### config.mk
export PLATFORM = sky130hd
export DESIGN_NAME = rcv_fifo_tail_ctrl
export DESIGN_NICKNAME = d
export VERILOG_FILES = /design/src/rtl/rcv_fifo_pkg.sv /design/src/rtl/rcv_fifo_tail_ctrl_flex_counter.sv /design/src/rtl/rcv_fifo_tail_ctrl.sv
export SDC_FILE = /design/constraint.sdc
export NUM_CORES = 1
export LEC_CHECK = 0
export BUFFER_PORTS_ARGS = -buffer_cell sky130_fd_sc_hd__buf_2
export CAP_MARGIN = 10
export CORE_ASPECT_RATIO = 0.6
export CORE_MARGIN = 2
export CORE_UTILIZATION = 30
export DETAILED_ROUTE_END_ITERATION = 8
export GPL_ROUTABILITY_DRIVEN = 0
export GPL_TIMING_DRIVEN = 0
export PLACE_DENSITY = 0.56
export REMOVE_ABC_BUFFERS = 1
export SLEW_MARGIN = 5
export SYNTH_ARGS = -nofsm -noshare
export SYNTH_HDL_FRONTEND = slang
export SYNTH_SLANG_ARGS = --single-unit
### constraint.sdc
create_clock -name clk -period 2.9 [get_ports clk]
set_input_delay 0.29 -clock clk [delete_from_list [all_inputs] [get_ports clk]]
set_output_delay 0.29 -clock clk [all_outputs]
set_load 0.005 [all_outputs]
### src/rtl/rcv_fifo_pkg.sv
// Shared sizes and types for the receive FIFO write side.
package rcv_fifo_pkg;

  localparam int RCV_FIFO_DEPTH = 3;
  localparam int RCV_PTR_W      = 2;
  localparam int RCV_DATA_W     = 8;

  typedef logic [RCV_PTR_W-1:0]  rcv_ptr_t;
  typedef logic [RCV_DATA_W-1:0] rcv_data_t;

endpackage

### src/rtl/rcv_fifo_tail_ctrl_flex_counter.sv
// fifo_flex_counter: wrapping index counter. Counts 0..rollover_val and
// returns to 0. rollover_flag is high while the count sits at rollover_val,
// so the owner can act on the wrapping edge itself.
module fifo_flex_counter #(
  parameter int NUM_CNT_BITS = 4
) (
  input  logic                    clk,
  input  logic                    n_rst,
  input  logic                    clear,
  input  logic                    count_enable,
  input  logic [NUM_CNT_BITS-1:0] rollover_val,
  output logic [NUM_CNT_BITS-1:0] count_out,
  output logic                    rollover_flag
);

  logic [NUM_CNT_BITS-1:0] count_q;
  logic [NUM_CNT_BITS-1:0] count_d;

  // Next count: clear dominates, otherwise step and wrap at rollover_val.
  always_comb begin
    count_d = count_q;
    if (clear) begin
      count_d = '0;
    end else if (count_enable) begin
      if (count_q == rollover_val) begin
        count_d = '0;
      end else begin
        count_d = count_q + 1'b1;
      end
    end
  end

  // Count register.
  always_ff @(posedge clk or negedge n_rst) begin
    if (!n_rst) begin
      count_q <= '0;
    end else begin
      count_q <= count_d;
    end
  end

  assign count_out     = count_q;
  assign rollover_flag = (count_q == rollover_val);

endmodule

### src/rtl/rcv_fifo_tail_ctrl.sv
// rcv_fifo_tail_ctrl: write side of the receive FIFO. Owns the tail index,
// its wrap toggle, the entry storage and the occupancy/overrun flags. The
// head index/toggle come from the separate head counter.
// Optional build macro RCV_FIFO_ALMOST_FULL_EN adds rcv_almost_full.
module rcv_fifo_tail_ctrl
  import rcv_fifo_pkg::*;
#(
  parameter int DEPTH  = RCV_FIFO_DEPTH,
  parameter int PTR_W  = RCV_PTR_W,
  parameter int DATA_W = RCV_DATA_W
) (
  input  logic              clk,
  input  logic              n_rst,
  input  logic              rcv_enq,
  input  logic [DATA_W-1:0] wr_data,
  input  logic [PTR_W-1:0]  head_ptr,
  input  logic              head_tog,
  input  logic              clear_err,
  output logic [DATA_W-1:0] rd_data,
  output logic [PTR_W-1:0]  tail_ptr,
  output logic              tail_tog,
  output logic              rcv_full,
  output logic              rcv_empty,
  output logic [PTR_W-1:0]  rcv_count,
  output logic              overrun_err
`ifdef RCV_FIFO_ALMOST_FULL_EN
  ,
  output logic              rcv_almost_full
`endif
);

  logic              accept;
  logic              rollover_flag;
  logic              tail_tog_q;
  logic              tail_tog_d;
  logic              overrun_q;
  logic              overrun_d;
  logic [DATA_W-1:0] mem_q [DEPTH];
  logic [DATA_W-1:0] mem_d [DEPTH];
  logic [PTR_W:0]    count_wide;

  // A write is only taken when there is room this cycle; a concurrent
  // dequeue does not create room until the head has actually moved.
  assign accept = rcv_enq && !rcv_full;

  fifo_flex_counter #(
    .NUM_CNT_BITS (PTR_W)
  ) u_tail_cnt (
    .clk           (clk),
    .n_rst         (n_rst),
    .clear         (1'b0),
    .count_enable  (accept),
    .rollover_val  (PTR_W'(DEPTH - 1)),
    .count_out     (tail_ptr),
    .rollover_flag (rollover_flag)
  );

  // Toggle flips on the same edge the tail wraps; overrun set beats clear.
  always_comb begin
    tail_tog_d = tail_tog_q ^ (accept && rollover_flag);
    overrun_d  = overrun_q;
    if (clear_err) begin
      overrun_d = 1'b0;
    end
    if (rcv_enq && rcv_full) begin
      overrun_d = 1'b1;
    end
  end

  // Toggle and sticky error registers.
  always_ff @(posedge clk or negedge n_rst) begin
    if (!n_rst) begin
      tail_tog_q <= 1'b0;
      overrun_q  <= 1'b0;
    end else begin
      tail_tog_q <= tail_tog_d;
      overrun_q  <= overrun_d;
    end
  end

  // Storage next-state: only the entry at the tail takes the new data.
  always_comb begin
    for (int i = 0; i < DEPTH; i++) begin
      mem_d[i] = mem_q[i];
      if (accept && (tail_ptr == PTR_W'(i))) begin
        mem_d[i] = wr_data;
      end
    end
  end

  // Storage registers; cleared on reset so stale reads are deterministic.
  always_ff @(posedge clk or negedge n_rst) begin
    if (!n_rst) begin
      for (int i = 0; i < DEPTH; i++) begin
        mem_q[i] <= '0;
      end
    end else begin
      for (int i = 0; i < DEPTH; i++) begin
        mem_q[i] <= mem_d[i];
      end
    end
  end

  // Read mux at the head index; an out-of-range head reads as zero.
  always_comb begin
    rd_data = '0;
    for (int i = 0; i < DEPTH; i++) begin
      if (head_ptr == PTR_W'(i)) begin
        rd_data = mem_q[i];
      end
    end
  end

  // Occupancy from the pointer pair, one bit wider to avoid wrap errors.
  always_comb begin
    if (tail_tog_q == head_tog) begin
      count_wide = {1'b0, tail_ptr} - {1'b0, head_ptr};
    end else begin
      count_wide = (PTR_W+1)'(DEPTH) - {1'b0, head_ptr} + {1'b0, tail_ptr};
    end
  end

  assign tail_tog    = tail_tog_q;
  assign overrun_err = overrun_q;
  assign rcv_count   = count_wide[PTR_W-1:0];
  assign rcv_empty   = (tail_ptr == head_ptr) && (tail_tog_q == head_tog);
  assign rcv_full    = (tail_ptr == head_ptr) && (tail_tog_q != head_tog);

`ifdef RCV_FIFO_ALMOST_FULL_EN
  assign rcv_almost_full = (rcv_count == PTR_W'(DEPTH - 1));
`endif

endmodule

==> flow_summary.json <==
{
  "grt_busiest_layer": "met2",
  "cts_buffer_depth": 2,
  "synth.distinct_cells": 26,
  "finalSetupViolCount": 0,
  "die_y_um": 56.5,
  "ir_worst_vdd_mv": 0.276,
  "cts_made_buffers": 3,
  "p_sw_uw": 552,
  "synth_seq_cells": 28,
  "met3_usage_pct": 4.16,
  "antenna_found_initial": 0,
  "grtUsageTotal_pct": 12.3,
  "die_area_mm2": 0.00518,
  "grt_start_max_net_pins": 29,
  "synth_area_mm2": 0.00138,
  "crit_required_ps": 3070,
  "ctsResizeCount": 0,
  "ff2ff_path_depth": 4,
  "yosys_warnings": 0,
  "finalSetupTns_ps": 0,
  "grt_use_met1_pct": 13.6,
  "startpoint": "u_tail_cnt.count_out[0]",
  "cp_max_fo": 9,
  "gr-usage-met2_pct": 22.7,
  "final_cell_mix": "30 x buf_2, 28 x dfrtp_1, 24 x mux2_2, 12 x nand2_1, 9 x mux2i_1",
  "rsz0062_at_grt": "no",
  "routedWlPerCell_um": 14.5,
  "synth.avg_cell_area_um2": 12.4,
  "fin_crit_ps": 2090,
  "cp_slowest_cell": "a211oi_4",
  "finalCoreUtilization_pct": 37.0,
  "antenna_cells": 0,
  "fin_crit_sh_pct": 72.0,
  "switching_share_pct": 32.3,
  "drc": 0,
  "crit_path_end_kind": "flop",
  "port-buffer-count": 30,
  "cap_viol_max_count": 0,
  "clock_latency_ps": 280,
  "synthCells": 111,
  "die_x_um": 91.6,
  "reg2reg_slack_ps": 810,
  "num_rows": 19,
  "fillers": 443,
  "timing.rr.start": "u_tail_cnt.count_out[0]",
  "min_path_type": "in2async",
  "cts_tree": "done",
  "final_max_slew_viol_count": 0,
  "io_pins": 31,
  "cts-root-buf": "clkbuf_8",
  "vias": 957,
  "p_int_uw": 1160,
  "grt_pass1_wl_mm": 4.87,
  "area_delta_synth_final_pct": 20.3,
  "ant_nets": 0,
  "worstPathArrival_ps": 2250,
  "power.density_mw_per_mm2": 1030,
  "start_util_pct": 30.7,
  "htree_levels": 1,
  "grt_pass1_vias": 1052,
  "critPathLaunchType": "flop",
  "combPwrFrac_pct": 40.0,
  "ys_seq_area_share_pct": 50.8,
  "reg2reg_to": "mem_q[15]",
  "max_freq_ghz": 0.479,
  "hpwlAfterDp_mm": 2.14,
  "cpPeakStageDelay_ps": 550,
  "nets": 160,
  "clkPwrFrac_pct": 18.0,
  "worst_pin_slew_ps": 665,
  "drive_gt1_share_pct": 45.1,
  "relSlewSlack_pct": 55.5,
  "layout_commonest_cell": "buf_2",
  "routed_via_density": 4.67,
  "crit_chain": "ha_1, and2_4, a211oi_4, mux2_2",
  "drt-pass1-iter-count": 4,
  "finClkSkew_ps": 2.49,
  "postCtsHoldBufs": 0,
  "status": "complete, no violations",
  "grt_overflow": 0,
  "clk_pin_slew_ps": 90,
  "hold_violations": 0,
  "core_area_mm2": 0.00449,
  "clock_sinks": 28,
  "totalWireLength_mm": 2.98,
  "postCtsSetupBuffers": 0,
  "drt_iter0_markers": 28,
  "worst-setup-path-type": "reg2reg",
  "p_leak_uw": 0.000776,
  "p_seq_share_pct": 42.0
}
## synthesized netlist by cell type
cell,n,area share [%]
inv_1,4,1.1
xnor2_1,4,2.5
a21o_1,1,0.54
and2_4,1,0.63
nand2_1,12,3.3
a21oi_1,1,0.36
a211oi_4,1,1.5
ha_1,2,1.8
mux2_2,24,20
clkbuf_1,1,0.27
dfrtp_1,28,51
o21ai_0,8,2.9
buf_2,1,0.36
nor2_1,3,0.82
nor3b_1,1,0.54
buf_6,1,0.82
xor2_2,1,1.2
nand4_2,1,0.91
mux2i_1,9,6.5
o221ai_1,1,0.63
a22o_1,1,0.63
and3_2,1,0.54
nand3_1,1,0.36
nor3_1,1,0.36
a31oi_1,1,0.45
o21ai_2,1,0.63
## worst max-delay path by stage
stage,endpoint,cells past startpoint
6_report,mem_q[15],4
5_1_grt,mem_q[12],4
4_1_cts,mem_q[15],4
3_5_place_dp,mem_q[15],6
3_3_place_gp,mem_q[14],6
2_1_floorplan,mem_q[10],4
## worst max-delay path, delay by kind of cell, from the launching register on
family,cells,cell delay (ps)
AO/OA/AOI/OAI,1,550
flip-flops,1,450
multiplexers,1,410
adder cells (fa/ha/maj),1,380
AND/OR/NAND/NOR,1,180
## kinds of logic after synthesis
group	count (synthesis)	synth area share, %
AO/OA/AOI/OAI	15	7.62
XOR/XNOR	5	3.72
multiplexers	33	26.1
adder cells (fa/ha/maj)	2	1.81
buffers and inverters	7	2.54
AND/OR/NAND/NOR	21	7.43
flip-flops	28	50.8
## sequential cells by signal, summed over array words and instances (netlist names)
register and count:
mem_q 24, overrun_err 1, u_tail_cnt.count_out 2, tail_tog 1
## cell type report
cell class                 count  area (µm²)  share of cell area (%)
clock inverter                 1        30.0                    1.81
timing repair buffer          30         150                    9.04
sequential                    28         701                    42.2
multi-input combinational     76         644                    38.8
clock buffer                   3        41.3                    2.49
tap                           63        78.8                    4.75
inverter                       4        15.0                   0.904
## metal layers
metal,vias up,wire length [µm]
met3,4,143
met1,476,1300
met5,-,0
li1,448,-
met2,29,1500
met4,0,35
## stage by stage
step | hold WS, ps | instances | total power [µW] | cell area, µm² | setup WS [ps]
3_3_place_gp | 322 | 201 | 1370 | 1590 | 709
5_1_grt | 62.4 | 205 | 1840 | 1660 | 676
4_1_cts | 31.8 | 205 | 1730 | 1660 | 760
6_report | 19.3 | 205 | 1710 | 1660 | 813
2_1_floorplan | -5.59 | 108 | 1180 | 1360 | 1070
3_5_place_dp | 341 | 201 | 1420 | 1590 | 594
## power by group through the flow
stage / registers, µW / clock network, µW / logic (µW)
6_report: 717 / 307 / 684
2_1_floorplan: 695 / 0 / 482
3_5_place_dp: 726 / 0 / 697
3_3_place_gp: 705 / 0 / 663
5_1_grt: 745 / 328 / 763
4_1_cts: 717 / 317 / 699
Note: power is estimated with default switching activity, not from simulation.
